===== src/rtl/shared_datapath_arbiter.sv =====
// Round-robin arbiter that lends one iterative shift/accumulate datapath to NREQ
// requesters, sequencing clear, CYCLES enabled iterations and a done handshake.
module shared_datapath_arbiter #(
  parameter int NREQ   = 2,
  parameter int CYCLES = 5,
  parameter int CW     = 3
) (
  input  logic            clk,
  input  logic            rst,
  input  logic [NREQ-1:0] req,
  output logic [NREQ-1:0] gnt,
  output logic [NREQ-1:0] done,
  output logic            ready,
  output logic            busy,
  output logic            dp_reset,
  output logic            dp_c_en,
  output logic            dp_reg_en
);

  localparam int PW = (NREQ > 1) ? $clog2(NREQ) : 1;

  typedef enum logic [1:0] {IDLE, LOAD, RUN, DONE} state_t;

  state_t          state, state_next;
  logic [NREQ-1:0] gnt_next;
  logic [CW-1:0]   cnt, cnt_next;
  logic [PW-1:0]   ptr, ptr_next, ptr_wrap;
  logic [PW-1:0]   sel_idx, hi_idx, gnt_idx;
  logic            sel_found, hi_found, req_g;

  // Lowest requester at or above ptr wins; otherwise the lowest requester overall.
  always_comb begin
    sel_found = |req;
    sel_idx   = '0;
    hi_found  = 1'b0;
    hi_idx    = '0;
    for (int j = NREQ - 1; j >= 0; j--) begin
      if (req[j]) begin
        sel_idx = PW'(j);
        if (j >= int'(ptr)) begin
          hi_found = 1'b1;
          hi_idx   = PW'(j);
        end
      end
    end
    if (hi_found) sel_idx = hi_idx;
  end

  always_comb begin
    gnt_idx = '0;
    for (int j = 0; j < NREQ; j++) begin
      if (gnt[j]) gnt_idx = PW'(j);
    end
  end

  assign req_g    = |(req & gnt);
  assign ptr_wrap = (gnt_idx == PW'(NREQ - 1)) ? '0 : gnt_idx + 1'b1;

  always_ff @(posedge clk or negedge rst) begin
    if (!rst) begin
      state <= IDLE;
      gnt   <= '0;
      cnt   <= '0;
      ptr   <= '0;
    end else begin
      state <= state_next;
      gnt   <= gnt_next;
      cnt   <= cnt_next;
      ptr   <= ptr_next;
    end
  end

  // Losing the granted request aborts the job and outranks the terminal count.
  always_comb begin
    state_next = state;
    gnt_next   = gnt;
    cnt_next   = cnt;
    ptr_next   = ptr;
    case (state)
      IDLE: begin
        if (sel_found) begin
          gnt_next   = NREQ'(1) << sel_idx;
          cnt_next   = '0;
          state_next = LOAD;
        end
      end
      LOAD: begin
        cnt_next = '0;
        if (!req_g) begin
          state_next = IDLE;
          gnt_next   = '0;
          ptr_next   = ptr_wrap;
        end else begin
          state_next = RUN;
        end
      end
      RUN: begin
        cnt_next = cnt + 1'b1;
        if (!req_g) begin
          state_next = IDLE;
          gnt_next   = '0;
          ptr_next   = ptr_wrap;
        end else if (cnt == CW'(CYCLES - 1)) begin
          state_next = DONE;
        end
      end
      DONE: begin
        if (!req_g) begin
          state_next = IDLE;
          gnt_next   = '0;
          ptr_next   = ptr_wrap;
        end
      end
      default: begin
        state_next = IDLE;
        gnt_next   = '0;
      end
    endcase
  end

  assign done      = (state == DONE) ? gnt : '0;
  assign ready     = (state == IDLE);
  assign busy      = (state != IDLE);
  assign dp_reset  = (state == IDLE) || (state == LOAD);
  assign dp_c_en   = (state == RUN);
  assign dp_reg_en = (state == RUN);

endmodule


===== config.mk =====
export PLATFORM = sky130hd
export DESIGN_NAME = shared_datapath_arbiter
export DESIGN_NICKNAME = d
export VERILOG_FILES = /design/src/rtl/shared_datapath_arbiter.sv
export SDC_FILE = /design/constraint.sdc
export NUM_CORES = 1
export LEC_CHECK = 0
export CORE_AREA = 2 2 39 41
export CTS_CLUSTER_DIAMETER = 50
export DETAILED_ROUTE_END_ITERATION = 16
export DIE_AREA = 0 0 41 43
export GPL_TIMING_DRIVEN = 0
export MAX_ROUTING_LAYER = met4
export PLACE_DENSITY = 0.63
export SKIP_CTS_REPAIR_TIMING = 1
export SLEW_MARGIN = 20
export SYNTH_ARGS = -nofsm -noshare
export SYNTH_HDL_FRONTEND = slang
export SYNTH_SLANG_ARGS = --single-unit

===== constraint.sdc =====
create_clock -name clk -period 3 [get_ports clk]
set_input_delay 0.6 -clock clk [delete_from_list [all_inputs] [get_ports clk]]
set_output_delay 0.6 -clock clk [all_outputs]
set_load 0.01 [all_outputs]

== Word level (Yosys, flattened, before mapping) ==
Index checks and enable logic that the tools add are counted.

* Register bits: 8
* Word-level logic and storage cells: 49
* Output and inout bits: 9
* Bits of input ports: 4

* Bitwise gates (word level): 2
* Muxes and demuxes: 20
* Order comparisons: 1
* Reductions and logical operators: 11
* Equal/unequal tests: 8
* Add/sub/neg operators: 2
* Shift-type cells: 1

{| class="wikitable"
|+ Operators by type and width
! operator !! number
|-
| 2-bit two-way mux || 7
|-
| 1-bit two-way mux || 9
|-
| 3-bit case mux with 3 select lines || 1
|-
| 2-bit case mux with 4 select lines || 1
|-
| 2-bit AND reduction || 3
|-
| 2-bit == test (second input constant) || 2
|-
| 2-bit inequality test (second input constant) || 2
|-
| 2-bit case mux with 2 select lines || 1
|-
| 2-bit OR reduction || 2
|-
| 3-bit by 1-bit adder with 3-bit output (second input constant) || 1
|-
| 3-bit == test (second input constant) || 1
|-
| 3-bit two-way mux || 1
|-
| 3-bit by 2-bit inequality test with 1-bit output (second input constant) || 1
|-
| 3-bit AND reduction || 1
|-
| 3-bit nonzero test || 1
|-
| 3-bit OR reduction || 1
|-
| 2-bit bitwise AND || 1
|-
| 2-bit by 1-bit == test with 1-bit output (second input constant) || 1
|-
| 2-bit zero test || 1
|-
| 2-bit by 1-bit inequality test with 1-bit output (second input constant) || 1
|-
| 2-bit nonzero test || 1
|-
| 1-bit by 1-bit << shifter with 2-bit output (first input constant) || 1
|-
| 1-bit adder (second input constant) || 1
|-
| 1-bit greater-or-equal comparator (first input constant) || 1
|-
| 2 further kinds || 2
|}

== Depth between registers and ports, before layout ==
* Depth in word-level cells: 7
* Depth in mapped cells: 4
* Gate-level depth less buffers: 4

== Worst setup path before layout ==
No wires, ideal clock.

* Kind: flip-flop to output port
* From: register state[1]
* To: output port dp_reg_en
* Buffers on the path: 1
* Setup slack: 1354 ps
* Arrival time: 1046 ps
* Stages on the path, launching flop included: 4
* Required time: 2400 ps
* Cells stage by stage: dfrtp_1 > inv_1 > nor2_1 > buf_4

* Word-level cells in the longest chain between the ends: 1

{| class="wikitable"
|+ Ends and longest elaborated chain
! what !! line !! RTL
|-
| from (decl) || 24 || <nowiki>state_t state, state_next;</nowiki>
|-
| from (signal assigned) || 66 || <nowiki>state <= state_next;</nowiki>
|-
| 2-bit == test || - ||
|-
| to (decl) || 17 || <nowiki>output logic dp_reg_en</nowiki>
|}

No other way between the ends.

== Worst setup path in the final report ==
* From: register state[1]
* To: output port dp_reg_en

* Word-level cells in the longest chain between the ends: 1

{| class="wikitable"
|+ Ends and longest elaborated chain
! what !! line !! RTL
|-
| 2-bit == test || 126 || <nowiki>assign dp_reg_en = (state == RUN);</nowiki>
|}

No other way between the ends.

==> results by group <==
Timing
  – Slew Limit Fails: 0
  – Setup_tns: 0 ns
  – Final min period: 2.383 ns
  – Tcrit/Tclk final: 79.43%
  – Skew final: 0.002194 ns
  – Slew @ Worst Pin: 0.3880 ns
  – Final hold slack: 0.5214 ns
  – Relative slew slack: 74.05%
  – Final setup fails: 0
  – Worst setup margin: 0.6171 ns
  – Hold Fails Final Rpt: 0
  – Fmax: 419.7 MHz
  – RSZ-0062 raised after global routing: no

Synth
  – Cell Area, Synth: 506.7 µm²
  – Share of flip-flops with an asynchronous set or reset: 100.0%
  – Synth Register Bits: 8
  – Gate Count Post-Synth: 53
  – Number of flops mapped to enable cells by yosys: 0
  – Top FF cell, synth: dfrtp_1
  – Synth area leader: dfrtp_1
  – Synth Net Count: 59
  – Top post-synthesis cells by area: dfrtp_1 (40%), buf_4 (5.9%), ha_1 (4.9%), o21ai_0 (4.9%), o31ai_4 (4.2%)
  – Most numerous cell in the Yosys netlist: dfrtp_1
  – Synth Area per Inst: 9.561 µm²
  – Yosys warns: 0
  – Top cells by count, synth: dfrtp_1 (8), inv_1 (5), nand2_1 (5), o21ai_0 (5), buf_4 (4)
  – Post-synth cell types: 23
  – Post-synthesis sequential area ratio: 39.51%
  – Synth top area share: 39.51%

Drt
  – Vias after detailed routing: 442
  – Final wirelength: 1032 µm
  – Drt first pass iters: 4
  – DRT iter0 DRCs: 11
  – Antenna viol nets, final: 0
  – DRC violations left: 0
  – Vias per inst: 5.390
  – Routed len/inst: 12.59 µm

Power and ir drop
  – Leak: 0.2778 nW
  – Worst vdd ir: 0.5030 mV
  – Pwr per Cell Area: 907.4 nW/µm²

Placement
  – Dpl cells: 79
  – Placed Area: 626.9 µm²
  – IO Port Bufs: 10
  – Pre-CTS setup slack: 0.8837 ns
  – DP Wirelength: 774.1 µm
  – Placer's final routability congestion estimate: 0.7163

CTS
  – CTS sink count: 8
  – CTS tree: built
  – CTS Buf Count: 3
  – CTS clk-pin slew, worst paths: 0.05 ns
  – Maximum clock path buffer count: 2
  – Htree depth: 1
  – Clk Latency, worst-skew pair: 0.26 ns
  – Root buf cell: clkbuf_4

Floorplan
  – Boundary Pins: 13
  – Rows: 14
  – Die height: 43 µm
  – Initial Util: 36.62%
  – Total core area: 1384 µm²
  – Die width: 41 µm
  – Die ar.: 1763 µm²

Cells and area
  – Filler cells: 138
  – Area grow syn2layout: 28.15%
  – Antenna cells: 0
  – Layout cells sized above 1: 19.70%
  – Design area: 649.4 µm²
  – Final net count: 74
  – Non-Filler Instances: 82

Worst setup path
  – Critical path required time: 2.40 ns
  – Crit Path Max Fanout: 9
  – FF-to-FF path depth: 4
  – Setup CP Type: reg2out
  – FF-to-FF setup slack: 1.73 ns
  – Worst EP arrival: 1.78 ns
  – Setup crit start kind: flop
  – Endpoint class of the critical path: primary output

Global route
  – Vias in the first global route: 437
  – First-pass GRT wire length: 1794 µm
  – GRT Total Usage: 15.68%
  – Largest net degree at the start of global routing: 11
  – Global route total overflow: 0
  – Initial antenna violation count: 0

Hold path
  – Hold depth: 2
  – Worst min path class: reg2reg

Outcome
  – Status: complete, no violations

Run
  – Max Cap Violations: 0
cell families after synthesis:
| logic type | Yosys count | share of synthesized area [%] |
|---|---|---|
| flip-flops | 8 | 39.51 |
| adder cells (fa/ha/maj) | 2 | 4.937 |
| AND/OR/NAND/NOR | 15 | 16.05 |
| multiplexers | 1 | 2.962 |
| buffers and inverters | 10 | 11.85 |
| AO/OA/AOI/OAI | 17 | 24.69 |
stage by stage:
step | power (mW) | utilization, %
4_1_cts | 0.5971 | 46.93
3_3_place_gp | 0.5061 | 45.30
5_1_grt | 0.6389 | 46.93
6_report | 0.5892 | 46.93
3_5_place_dp | 0.5096 | 45.30
2_1_floorplan | 0.3814 | -
worst paths after layout:
kind | startpoint | endpoint
worst max-delay path | state[1] | dp_reg_en
worst min-delay path | ptr | ptr
worst max register to register | state[1] | cnt[0]
worst min register to register | ptr | ptr
max in group asynchronous | rst | gnt[1]
min in group asynchronous | rst | state[1]
cell usage in the layout, fill, tap and decap left out, types with 2 or more instances in the layout:
cell type,n
clkdlybuf4s50_1,10
dfrtp_1,8
inv_1,5
o21ai_0,5
nand2_1,5
buf_4,4
nor2_1,3
a21oi_1,3
clkbuf_4,3
and3_2,2
nor2b_1,2
o2bb2ai_1,2
ha_1,2
layout make-up:
class                      count  area, µm²  share of cell area, %
buffer                         5      41.29                  6.358
clock buffer                   3      22.52                  3.468
inverter                       5      18.77                  2.890
multi-input combinational     35      246.5                  37.96
sequential                     8      200.2                  30.83
tap                           16      20.02                  3.083
timing repair buffer          10      100.1                  15.41
registers in the layout, indices dropped and copies added (netlist names):
| name | count |
|---|---|
| ptr | 1 |
| state | 2 |
| cnt | 3 |
| gnt | 2 |
routing by layer:
layer  up-vias  wire, µm  share of wire (%)  GRT usage, %
li1        212         -                  -             -
met1       211       451                 44         18.87
met2        15       495                 48         22.81
met3         4        53                5.1         1.571
met4         0        31                3.0         12.00
met5         -         0                  0             -
worst max-delay path, stage by stage (launching register included):
cell and delay, ns:
dfrtp_1 0.45, inv_1 0.13, nor2_1 0.27, buf_4 0.16, clkdlybuf4s50_1 0.52
report_power, final:
part	internal [mW]	switching (mW)	leakage, nW
Combinational	0.175	0.127	0.161
Clock	0.0458	0.0370	0.0138
Sequential	0.146	0.0590	0.103
(Power assumes the default switching activity.)
